`config.mk`:
```
export PLATFORM = sky130hd
export DESIGN_NAME = fu_logic_pipe_flat
export DESIGN_NICKNAME = d
export VERILOG_FILES = /design/src/rtl/fu_logic_if.sv /design/src/rtl/fu_logic_pipe.sv /design/src/flat_wrapper.sv
export SDC_FILE = /design/constraint.sdc
export NUM_CORES = 1
export LEC_CHECK = 0
export CAP_MARGIN = 20
export CORE_MARGIN = 2
export CORE_UTILIZATION = 45
export DETAILED_ROUTE_END_ITERATION = 10
export GPL_ROUTABILITY_DRIVEN = 0
export PLACE_DENSITY = 0.81
export REMOVE_ABC_BUFFERS = 1
export SYNTH_ARGS = -nofsm -noshare
export SYNTH_HDL_FRONTEND = slang
export SYNTH_SLANG_ARGS = --single-unit
```
`constraint.sdc`:
```
create_clock -name clk -period 2.5 [get_ports clk]
set_clock_uncertainty 0.05 [all_clocks]
set_input_delay 0.5 -clock clk [delete_from_list [all_inputs] [get_ports clk]]
set_output_delay 0.5 -clock clk [all_outputs]
set_load 0.02 [all_outputs]
```
`src/rtl/fu_logic_if.sv`:
```
// ---------------------------------------------------------------------------
// fu_logic_if -- issue/result handshake bundle for the logic functional unit.
//
// Signals:
//   flush                         kill every in-flight op (driven by issuer)
//   in_valid / in_ready           issue handshake
//   in_op, in_tag, data_0, data_1 issued operation, tag and operands
//   out_valid / out_ready         result handshake towards the result bus
//   result, out_tag               produced value and its issue tag
//   idle                          no op in flight and none being offered
//
// Modports:
//   master -- the dispatch / result-bus side
//   slave  -- the functional unit
// ---------------------------------------------------------------------------
interface fu_logic_if #(
  parameter int DATA_WIDTH = 32,
  parameter int TAG_WIDTH  = 6
) ();

  logic                  flush;
  logic                  in_valid;
  logic                  in_ready;
  logic [3:0]            in_op;
  logic [TAG_WIDTH-1:0]  in_tag;
  logic [DATA_WIDTH-1:0] data_0;
  logic [DATA_WIDTH-1:0] data_1;
  logic                  out_valid;
  logic                  out_ready;
  logic [DATA_WIDTH-1:0] result;
  logic [TAG_WIDTH-1:0]  out_tag;
  logic                  idle;

  modport master (
    output flush, in_valid, in_op, in_tag, data_0, data_1, out_ready,
    input  in_ready, out_valid, result, out_tag, idle
  );

  modport slave (
    input  flush, in_valid, in_op, in_tag, data_0, data_1, out_ready,
    output in_ready, out_valid, result, out_tag, idle
  );

endinterface

```
`src/rtl/fu_logic_pipe.sv`:
```
// ---------------------------------------------------------------------------
// fu_logic_pipe -- pipelined multi-operation bitwise functional unit.
//
// The logic result is computed combinationally from the issued operands and
// captured into stage 0 on accept; stages 1..LATENCY-1 are plain delay
// registers (valid, result, tag). Bubbles are squeezed out so a stalled
// output only blocks the contiguous full region behind it.
//
// Parameters:
//   DATA_WIDTH  operand/result width (>= 8)
//   LATENCY     stages from accept to result (>= 1)
//   TAG_WIDTH   issue tag width
//
// Ports:
//   clk   clock, rising edge
//   rst   synchronous active-high reset, priority over flush
//   bus   fu_logic_if.slave: flush, issue handshake, result handshake, idle
//
// Build option:
//   FU_LOGIC_SHIFT_EN  when defined, opcodes 8/9/10 are SLL/SRL/SRA of
//                      data_0 by data_1[$clog2(DATA_WIDTH)-1:0]; otherwise
//                      they return 0 like every other unused opcode.
// ---------------------------------------------------------------------------
module fu_logic_pipe #(
  parameter int DATA_WIDTH = 32,
  parameter int LATENCY    = 1,
  parameter int TAG_WIDTH  = 6
) (
  input logic      clk,
  input logic      rst,
  fu_logic_if.slave bus
);

  typedef enum logic [3:0] {
    OP_AND   = 4'd0,
    OP_OR    = 4'd1,
    OP_XOR   = 4'd2,
    OP_ANDN  = 4'd3,
    OP_ORN   = 4'd4,
    OP_XNOR  = 4'd5,
    OP_PASSA = 4'd6,
    OP_PASSB = 4'd7,
    OP_SLL   = 4'd8,
    OP_SRL   = 4'd9,
    OP_SRA   = 4'd10
  } op_e;

`ifdef FU_LOGIC_SHIFT_EN
  localparam int SHAMT_W = $clog2(DATA_WIDTH);
  logic [SHAMT_W-1:0] shamt;
  assign shamt = bus.data_1[SHAMT_W-1:0];
`endif

  // -------------------------------------------------------------------------
  // Stage-0 combinational operation
  // -------------------------------------------------------------------------
  logic [DATA_WIDTH-1:0] op_result;

  always_comb begin
    // NOTE: every always_comb output gets a default first so no path can
    // leave it unassigned and infer a latch.
    op_result = '0;
    case (op_e'(bus.in_op))
      OP_AND:   op_result = bus.data_0 & bus.data_1;
      OP_OR:    op_result = bus.data_0 | bus.data_1;
      OP_XOR:   op_result = bus.data_0 ^ bus.data_1;
      OP_ANDN:  op_result = bus.data_0 & ~bus.data_1;
      OP_ORN:   op_result = bus.data_0 | ~bus.data_1;
      OP_XNOR:  op_result = ~(bus.data_0 ^ bus.data_1);
      OP_PASSA: op_result = bus.data_0;
      OP_PASSB: op_result = bus.data_1;
`ifdef FU_LOGIC_SHIFT_EN
      OP_SLL:   op_result = bus.data_0 << shamt;
      OP_SRL:   op_result = bus.data_0 >> shamt;
      OP_SRA:   op_result = $unsigned($signed(bus.data_0) >>> shamt);
`endif
      default:  op_result = '0;
    endcase
  end

  // -------------------------------------------------------------------------
  // Pipeline state
  // -------------------------------------------------------------------------
  logic [LATENCY-1:0]    stage_valid;
  logic [LATENCY-1:0]    stage_adv;
  logic [DATA_WIDTH-1:0] stage_result [LATENCY];
  logic [TAG_WIDTH-1:0]  stage_tag    [LATENCY];

  // What each stage would capture this cycle.
  logic [LATENCY-1:0]    load;
  logic [DATA_WIDTH-1:0] load_result [LATENCY];
  logic [TAG_WIDTH-1:0]  load_tag    [LATENCY];

  logic in_ready_int;
  logic accept;

  // A stage advances unless it and every stage after it are full while the
  // consumer is stalling. Walking from the output back, 'blocked' records
  // whether the contiguous full region ahead is stuck.
  always_comb begin : adv_chain
    logic blocked;
    // NOTE: 'blocked' is a scratch variable updated step by step within one
    // evaluation, so it uses blocking assignments; registers use <= only.
    blocked   = !bus.out_ready;
    stage_adv = '0;
    for (int k = LATENCY - 1; k >= 0; k--) begin
      stage_adv[k] = stage_valid[k] & !blocked;
      blocked      = blocked & stage_valid[k];
    end
  end

  assign in_ready_int = !rst && !bus.flush && (!stage_valid[0] || stage_adv[0]);
  assign accept       = bus.in_valid && in_ready_int;

  for (genvar g = 0; g < LATENCY; g++) begin : g_load
    if (g == 0) begin : g_head
      assign load[g]        = accept;
      assign load_result[g] = op_result;
      assign load_tag[g]    = bus.in_tag;
    end else begin : g_tail
      assign load[g]        = stage_adv[g-1];
      assign load_result[g] = stage_result[g-1];
      assign load_tag[g]    = stage_tag[g-1];
    end
  end

  always_ff @(posedge clk) begin
    if (rst) begin
      // NOTE: the data registers are reset as well as the valid bits because
      // result/out_tag are architecturally required to read zero after reset.
      for (int k = 0; k < LATENCY; k++) begin
        stage_valid[k]  <= 1'b0;
        stage_result[k] <= '0;
        stage_tag[k]    <= '0;
      end
    end else begin
      for (int k = 0; k < LATENCY; k++) begin
        if (bus.flush) begin
          stage_valid[k] <= 1'b0;
        end else if (load[k]) begin
          stage_valid[k]  <= 1'b1;
          stage_result[k] <= load_result[k];
          stage_tag[k]    <= load_tag[k];
        end else if (stage_adv[k]) begin
          stage_valid[k] <= 1'b0;
        end
      end
    end
  end

  // -------------------------------------------------------------------------
  // Outputs straight from the last stage
  // -------------------------------------------------------------------------
  assign bus.in_ready  = in_ready_int;
  assign bus.out_valid = stage_valid[LATENCY-1];
  assign bus.result    = stage_result[LATENCY-1];
  assign bus.out_tag   = stage_tag[LATENCY-1];
  assign bus.idle      = !(|stage_valid) && !bus.in_valid;

endmodule
```
`src/flat_wrapper.sv`:
```
// flat-port wrapper written by rule: the top's interface ports become plain ports
module fu_logic_pipe_flat 
#(
  parameter int DATA_WIDTH = 32,
  parameter int LATENCY    = 1,
  parameter int TAG_WIDTH  = 6
)
  (clk, rst, bus_flush, bus_in_valid, bus_in_op, bus_in_tag, bus_data_0, bus_data_1, bus_out_ready, bus_in_ready, bus_out_valid, bus_result, bus_out_tag, bus_idle);
  fu_logic_if #(.DATA_WIDTH(DATA_WIDTH), .TAG_WIDTH(TAG_WIDTH)) bus_i ();
  input logic clk;
  input logic rst;
  input wire logic [$bits(bus_i.flush)-1:0] bus_flush;
  input wire logic [$bits(bus_i.in_valid)-1:0] bus_in_valid;
  input wire logic [$bits(bus_i.in_op)-1:0] bus_in_op;
  input wire logic [$bits(bus_i.in_tag)-1:0] bus_in_tag;
  input wire logic [$bits(bus_i.data_0)-1:0] bus_data_0;
  input wire logic [$bits(bus_i.data_1)-1:0] bus_data_1;
  input wire logic [$bits(bus_i.out_ready)-1:0] bus_out_ready;
  output wire logic [$bits(bus_i.in_ready)-1:0] bus_in_ready;
  output wire logic [$bits(bus_i.out_valid)-1:0] bus_out_valid;
  output wire logic [$bits(bus_i.result)-1:0] bus_result;
  output wire logic [$bits(bus_i.out_tag)-1:0] bus_out_tag;
  output wire logic [$bits(bus_i.idle)-1:0] bus_idle;
  assign bus_i.flush = bus_flush;
  assign bus_i.in_valid = bus_in_valid;
  assign bus_i.in_op = bus_in_op;
  assign bus_i.in_tag = bus_in_tag;
  assign bus_i.data_0 = bus_data_0;
  assign bus_i.data_1 = bus_data_1;
  assign bus_i.out_ready = bus_out_ready;
  assign bus_in_ready = bus_i.in_ready;
  assign bus_out_valid = bus_i.out_valid;
  assign bus_result = bus_i.result;
  assign bus_out_tag = bus_i.out_tag;
  assign bus_idle = bus_i.idle;
  fu_logic_pipe #(.DATA_WIDTH(DATA_WIDTH), .LATENCY(LATENCY), .TAG_WIDTH(TAG_WIDTH)) u_core (.clk(clk), .rst(rst), .bus(bus_i));
endmodule
```
==> metrics <==
Root Driver clkbuf_8; MaxCap Viol Count 0; Synth Register Bits 39; Max clock buf depth 2; CTS tree yes; max_slew headroom around 75%; total core area between 0.006 and 0.007 mm2; synthesis warning total 0; startpoint types primary input; Util after Layout 67.9%; asr flop ratio synth 0%; routed wire length 9390 um; Chip Width around 89 um; FMAX around 410 MHz; H-tree depth 2; maximum fanout along the worst path 3; status finished clean; cts hold-fix bufs 0; Synth area leader edfxtp_1; mapped cell area 0.00325 mm2; Remaining Overflow, GRT 0; Syn-to-layout area delta 44.1%; most used cell, CP clkdlybuf4s50_1; final cycle utilization of the critical path a little over nine tenths; RSZ-0062 raised after global routing no; Fin. Hold Viols 0; Seq/Total Area, Yosys a little over a third; Ant. Diodes 0; WHS ~0.65 ns; Setup Fix Bufs, Post-CTS 0; Starting Density ~47%; worst skew pair latency between 0.2 and 0.3 ns; hpwl dp around 6600 um; PD cells about 400 mW/mm2; Critical path buffers and inverters 2; slowest CP cell clkdlybuf4s50_1; crit path DAT approximately 1.9 ns; Synth cell types 26; GRT Util Overall approximately a quarter; total CTS buffers 5; Hold Path Class register to register; crit-path cells clkdlybuf4s50_1 -> nor3_1 -> clkdlybuf4s50_1; Resize count post-CTS 0; input/output buffers 119; Die Y 89.0 um; Leak around 1.6 nW; largest net degree at the start of global routing 40; row cnt 30; most frequent cells after synthesis a21oi_1, edfxtp_1, nand2b_1; WP data required just under 2 ns; ys flop type edfxtp_1; count leader, synth a21oi_1; NumNets Final between 500 and 600; Max stage delay on crit path between 0.6 and 0.7 ns; # setup viols final 0; first-pass GRT wire length ~15000 um; initial DRC count around 220; number of routed nets with antenna violations 0; Die Footprint roughly 0.008 mm2; Worst-Margin Slew 0.379 ns; # IOs 120; cell family with most CP delay buffers and inverters; Mean Syn Cell Area roughly 9.3 um2; clock-pin slew on the worst setup and hold paths approximately 0.09 ns; Synth top area share 35.1%; layout cells sized above 1 a little over an eighth; Tmin final roughly 2.4 ns; Clock Sinks 39; number of global-route vias before repair between 3000 and 4000; Initial DRT Pass Iterations 5; routed len/inst about 17 um; Syn Inst Count between 300 and 400; detailed-route via count 3278; initial antenna violation count 0; routed vias/inst roughly 5.9; count of pins over their slew limit 0; Peak supply drop just under 0.3 mV; Synth area leaders edfxtp_1, nor3b_2, mux2i_1; Setup CP Type primary input to output port; DRC Markers 0; EDFF count, synth 38; Worst setup EP type output port
path summary, 6_finish.rpt:
path              cells after the start            startpoint                    endpoint  slack [ns]
setup / recovery                      3                   rst                bus_in_ready        0.09
hold / removal                        2  u_core.bus.out_valid        u_core.bus.out_valid        0.65
setup reg to reg                      4  u_core.bus.out_valid  u_core.stage_result[0][22]        0.86
hold reg to reg                       2  u_core.bus.out_valid        u_core.bus.out_valid        0.65
placed cells by master, fill, tap and decap left out, drive strengths merged, types with 3 or more instances in the layout:
cell / count
a211oi: 31
clkbuf: 6
mux2i: 32
buf: 21
nor2: 3
clkdlybuf4s50: 118
edfxtp: 38
o21ai: 33
nor3b: 31
a21oi: 63
nor3: 32
and3: 7
nand2b: 35
registers in the layout, indices dropped and copies added, names as in the netlist:
signal,count
u_core.stage_result,32
u_core.bus.out_valid,1
u_core.stage_tag,6
worst register-to-register path, delay by kind of cell (launching register included):
family | cells | cell delay (ns)
flip-flops | 1 | 0.33
AO/OA/AOI/OAI | 2 | 0.57
AND/OR/NAND/NOR | 2 | 0.52
layer usage:
metal,wire (um),vias to the layer above,track usage (%)
li1,-,1559,-
met1,4130,1561,31.9
met2,4470,150,39.3
met3,722,8,3.42
met4,70,0,6.24
met5,0,-,0
cell type report:
type                       count  area (um2)
multi-input combinational    276        1920
fill                         551        2220
inverter                       1        3.75
sequential                    39        1160
clock inverter                 2        35.0
clock buffer                   6        82.6
timing repair buffer         139        1360
tap                           96         120
metrics by stage:
step	instances	power, mW	cell area (um2)	TNS [ns]	setup slack, ns
after detailed placement	551	1.33	4570	0	0.102
after global placement	551	1.32	4570	0	0.111
after floorplan	316	1.00	3090	-5.70	-0.150
final	559	1.89	4690	0	0.0861
after global routing	559	1.97	4690	0	0.00355
after CTS	559	1.89	4690	0	0.0870
where the power goes:
group          switching, mW  internal, mW  total, mW
Combinational          0.280         0.284      0.564
Sequential           0.00914         0.749      0.759
Clock                  0.242         0.324      0.566
Total                  0.531          1.36       1.89
kinds of logic after synthesis:
logic type | Yosys count | synth area share, %
buffers and inverters | 34 | 5.19
DFF | 39 | 35.7
AOI/OAI and AO/OA | 131 | 23.0
and+or+nand+nor | 113 | 26.3
muxes | 32 | 9.85
Note: power is estimated with default switching activity, not from simulation.
==> variant 1 (config.mk and constraints unchanged) <==
`DATA_WIDTH` is set to 32 in 3 places; all go to 28.
--- a/src/rtl/fu_logic_if.sv
+++ b/src/rtl/fu_logic_if.sv
@@ -16,3 +16,3 @@
 interface fu_logic_if #(
-  parameter int DATA_WIDTH = 32,
+  parameter int DATA_WIDTH = 28,
   parameter int TAG_WIDTH  = 6
--- a/src/rtl/fu_logic_pipe.sv
+++ b/src/rtl/fu_logic_pipe.sv
@@ -24,3 +24,3 @@
 module fu_logic_pipe #(
-  parameter int DATA_WIDTH = 32,
+  parameter int DATA_WIDTH = 28,
   parameter int LATENCY    = 1,
--- a/src/flat_wrapper.sv
+++ b/src/flat_wrapper.sv
@@ -3,3 +3,3 @@
 #(
-  parameter int DATA_WIDTH = 32,
+  parameter int DATA_WIDTH = 28,
   parameter int LATENCY    = 1,
Interface: changed (resized bus_data_0, bus_data_1 and bus_result); port bits go from 120 to 108. The function was not compared with the original's and may differ.
==> variant 1 against the original RTL <==
- synthesized area fell by 11%
- critical path type unchanged
- sequential share of layout area up 0.33 points
- largest power group unchanged
- sequential power down 10%
- cell area down 12%
- sequential cell count is 4 lower
- worst setup slack got worse by 0.019 ns
- total power shrank 15%
- routed wire length down 13%
==> variant 1: results (changes against the original RTL) <==
run:
  maxCapViolations: 0  # unchanged
worst_setup_path:
  worstPathMaxFanout: 3  # unchanged
  cp_top_family: "buffers and inverters"
  crit_arrival_ns: 1.88  # +0.02 ns
  cpPeakStageDelay_ns: 0.65  # about the same
  slowest_stage: "clkdlybuf4s50_1"
global_routing:
  grt_max_degree: 35  # -13%
  first_global_vias: 2774  # -11%
  grt_pass1_wl_mm: 13.2  # -9.6%
  grt_use_total_pct: 22.7  # -0.76 points
  antenna_found_initial: 0  # unchanged
placement:
  detailed_place_hpwl_mm: 5.54  # -16%
  port_buffers: 107  # -10%
finish:
  antenna_cells: 0  # unchanged
  largest_reg_flops: 28  # -13%
  largest-register: "u_core.stage_result"
  final_net_count: 480  # -11%
  drive_gt1_share_pct: 12.0  # -1.2 points
  fill_cells: 536  # -2.7%
sta:
  tightestPinTransition_ns: 0.457  # +0.0786 ns
pwr:
  cellLeakagePower_nw: 1.46  # -11%
  ir_drop_v: 0.000232  # -20%
clock_network:
  max-clock-path-buffers: 2  # unchanged
  cts_made_buffers: 5  # unchanged
  clock_sinks: 35  # -10%
  cts_setup_buffers: 0  # unchanged
  root_buffer: "clkbuf_8"
  cts_resized: 0  # unchanged
  htree_num_levels: 2  # unchanged
  clk_pin_slew_ns: 0.08
route:
  vias_per_cell: 5.82  # -0.73%
  drc: 0  # unchanged
  finalWirelength_mm: 8.18  # -13%
  drt-pass1-iter-count: 4  # -1
  drtIter0Drc: 188  # -13%
synth:
  synth_mux_area_share_pct: 9.70  # -0.15 points
  synth_fa_ha_area_share_pct: 0  # unchanged
  ys.flop_type: "edfxtp_1"
  synth-async-reset-ratio_pct: 0  # unchanged
  synth-compound-area-share_pct: 23.6  # +0.63 points
  synth_cell_types: 30  # +15%
  ys_seq_area_share_pct: 36.0  # +0.33 points
  ys_top_cells_by_area: "edfxtp_1 35%, mux2i_1 9.7%, a21oi_1 9.5%"
  ys_warn_count: 0  # unchanged
  yosys-top-cells-count: "55 x a21oi_1, 34 x edfxtp_1, 30 x nand2b_1"
  synthXorXnorAreaFrac_pct: 0  # unchanged
  synth_edf_count: 34  # -11%
status:
  outcome: "finished clean"
worst_hold_path:
  worst_hold_path_type: "reg2reg"
## variant 1: changes by cell type after synthesis, moves of 6 or more
| cell | delta |
|---|---|
| nor3b_2 | -10 |
| a211oi_1 | -9 |
| a21oi_1 | -8 |
| o21ai_0 | -8 |
| nor3b_1 | +6 |
## variant 1: worst paths after layout
kind                                            from                   endpoint  slack [ns]  cells past startpoint
worst min register to register  u_core.bus.out_valid       u_core.bus.out_valid        0.62                      2
worst min-delay path            u_core.bus.out_valid       u_core.bus.out_valid        0.62                      2
worst max register to register  u_core.bus.out_valid  u_core.stage_result[0][0]        0.77                      5
worst max-delay path                   bus_out_ready               bus_in_ready        0.07                      4
## variant 1: area by class of cell
cell class,count,area [sq um],share of cell area [%]
multi-input combinational,244,1690,40.8
timing repair buffer,122,1230,29.6
sequential,35,1040,25.1
tap,77,96.3,2.32
clock buffer,5,68.8,1.66
clock inverter,3,15.0,0.362
inverter,1,3.75,0.0905
## variant 1: power breakdown
part,switching [mW],leakage (nW),internal (mW)
Clock,0.219,0.0477,0.191
Sequential,0.00839,0.373,0.673
Combinational,0.247,1.04,0.258
## variant 1: routing by layer
metal  track usage (%)  part of all wire (%)
met5                 0                     0
met4              5.72                  0.61
met3              2.97                   4.6
met2              40.9                    52
met1              28.7                    43
## variant 1: kinds of logic (layout without fill, tap and decap cells)
kind of cell | count (synthesis) | count (layout)
AO/OA/AOI/OAI | 115 | 115
buffers and inverters | 27 | 131
flip-flops | 35 | 35
multiplexers | 28 | 28
AND/OR/NAND/NOR | 101 | 101
## variant 1: stage by stage
step	power [mW]	setup TNS, ns	instances	setup WS [ns]	instance area [sq um]
floorplan	0.901	-2.25	280	-0.0663	2740
global placement	1.18	0	479	0.111	4060
detailed placement	1.20	0	479	0.0828	4060
CTS	1.61	0	487	0.0818	4150
global route	1.68	0	487	0.00423	4150
finish	1.60	0	487	0.0671	4150
## variant 1: worst min-delay path, delay by kind of cell (launching register included)
| kind | cells | cell delay [ns] |
|---|---|---|
| AOI/OAI and AO/OA | 1 | 0.16 |
| DFF | 1 | 0.32 |
| and+or+nand+nor | 1 | 0.15 |
==> variant 2 (same flow settings) <==
Without the edit above. Make the reset (`rst`) asynchronous in one clocked block. Comments in the files are not updated.
--- a/src/rtl/fu_logic_pipe.sv
+++ b/src/rtl/fu_logic_pipe.sv
@@ -126,3 +126,3 @@
 
-  always_ff @(posedge clk) begin
+  always_ff @(posedge clk or posedge rst) begin
     if (rst) begin
Check against the original RTL: differs if rst is asserted again (counterexample within 4 cycles, from zero or initial values and one cycle with rst high); with rst held inactive, the same outputs for 10 cycles.
==> variant 2 against the original RTL <==
- cell area grew 13%
- routed wire length grew 31%
- sequential cell count is the same
- combinational power grew 84%
- synthesized area grew 20%
- worst setup slack gained 0.050 ns
- first-iteration DRC count grew 48%
- total power grew 32%
==> variant 2: results (changes against the original RTL) <==
sta:
  slew_headroom_pct: 25.0  # -50 points
status:
  outcome: "finished clean"
synth:
  ys.flop_type: "dfrtp_1"
  yosys-top-cells-count: "47 x nand2_1, 46 x a21oi_1, 39 x dfrtp_1"
  synth-async-reset-ratio_pct: 100  # +100 points
  netlist.area_leader.share_pct: 25.0  # -10 points
  synth_area_per_cell_sq_um: 8.32  # -11%
  ys_top_cells_by_area: "dfrtp_1 25%, nor4b_2 6.1%, a21oi_1 5.9%"
  ys_seq_area_share_pct: 25.0  # -11 points
global_routing:
  grt_pass1_wl_mm: 20.4  # +39%
  grt_use_total_pct: 25.4  # +1.9 points
  grt_use_met3_pct: 3.81  # +0.40 points
  first_global_vias: 4242  # +35%
worst_setup_path:
  crit_arrival_ns: 1.81  # -0.05 ns
  worstPathMaxFanout: 2  # -1
placement:
  post-place-cells: 667  # +21%
  place_ws_ns: 0.0421  # -0.0598 ns
  placed_area_sq_um: 5130  # +12%
finish:
  final_net_count: 647  # +20%
  drive_gt1_share_pct: 12.0  # -1.2 points
pwr:
  ir_drop_v: 0.000330  # +14%
  cellLeakagePower_nw: 2.02  # +23%
  power.internal_mw: 1.64  # +21%
route:
  routedWlPerCell_um: 18.2  # +8.6%
  drtIter0Drc: 322  # +48%
  met2_length_mm: 5.94  # +33%
-- variant 2: path summary, 6_finish.rpt --
kind | start | end | slack, ns | depth (start not counted)
setup / recovery | rst | bus_in_ready | 0.14 | 4
hold / removal | u_core.bus.out_tag[4] | u_core.bus.out_tag[4] | 0.43 | 2
setup reg to reg | u_core.bus.out_valid | u_core.bus.result[1] | 0.89 | 6
hold reg to reg | u_core.bus.out_tag[4] | u_core.bus.out_tag[4] | 0.43 | 2
max in group asynchronous | rst | u_core.bus.result[27] | 1.39 | 3
min in group asynchronous | rst | u_core.bus.result[29] | 0.63 | 3
-- variant 2: area by class of cell --
| type | count | area, sq um |
|---|---|---|
| fillers | 731 | 3260 |
| clock buffers | 6 | 72.6 |
| flip-flops and latches | 39 | 976 |
| clock inverters | 2 | 60.1 |
| inverters | 5 | 18.8 |
| well taps | 108 | 135 |
| repair buffers | 142 | 1380 |
| multi-input cells | 375 | 2650 |
-- variant 2: worst max-delay path: cells and delay by family --
kind,cells,cell delay (ns)
simple gates,2,0.27
buf+inv,2,1.03
-- variant 2: power by group through the flow --
stage / clock [mW] / combinational, mW / sequential, mW
finish: 0.651 / 1.04 / 0.803
global route: 0.686 / 1.11 / 0.817
CTS: 0.658 / 1.03 / 0.803
detailed placement: 0 / 1.03 / 0.813
global placement: 0 / 1.00 / 0.814
floorplan: 0 / 0.335 / 0.938
-- variant 2: logic make-up (layout without fill, tap and decap cells) --
| kind of cell | count (synthesis) | after routing | share of synthesized area, % |
|---|---|---|---|
| compound gates | 185 | 185 | 33.8 |
| xor+xnor | 2 | 2 | 0.448 |
| fa+ha+maj | 1 | 1 | 0.256 |
| buf+inv | 56 | 155 | 7.81 |
| flops | 39 | 39 | 25.0 |
| mux | 17 | 17 | 4.35 |
| simple gates | 170 | 170 | 28.4 |
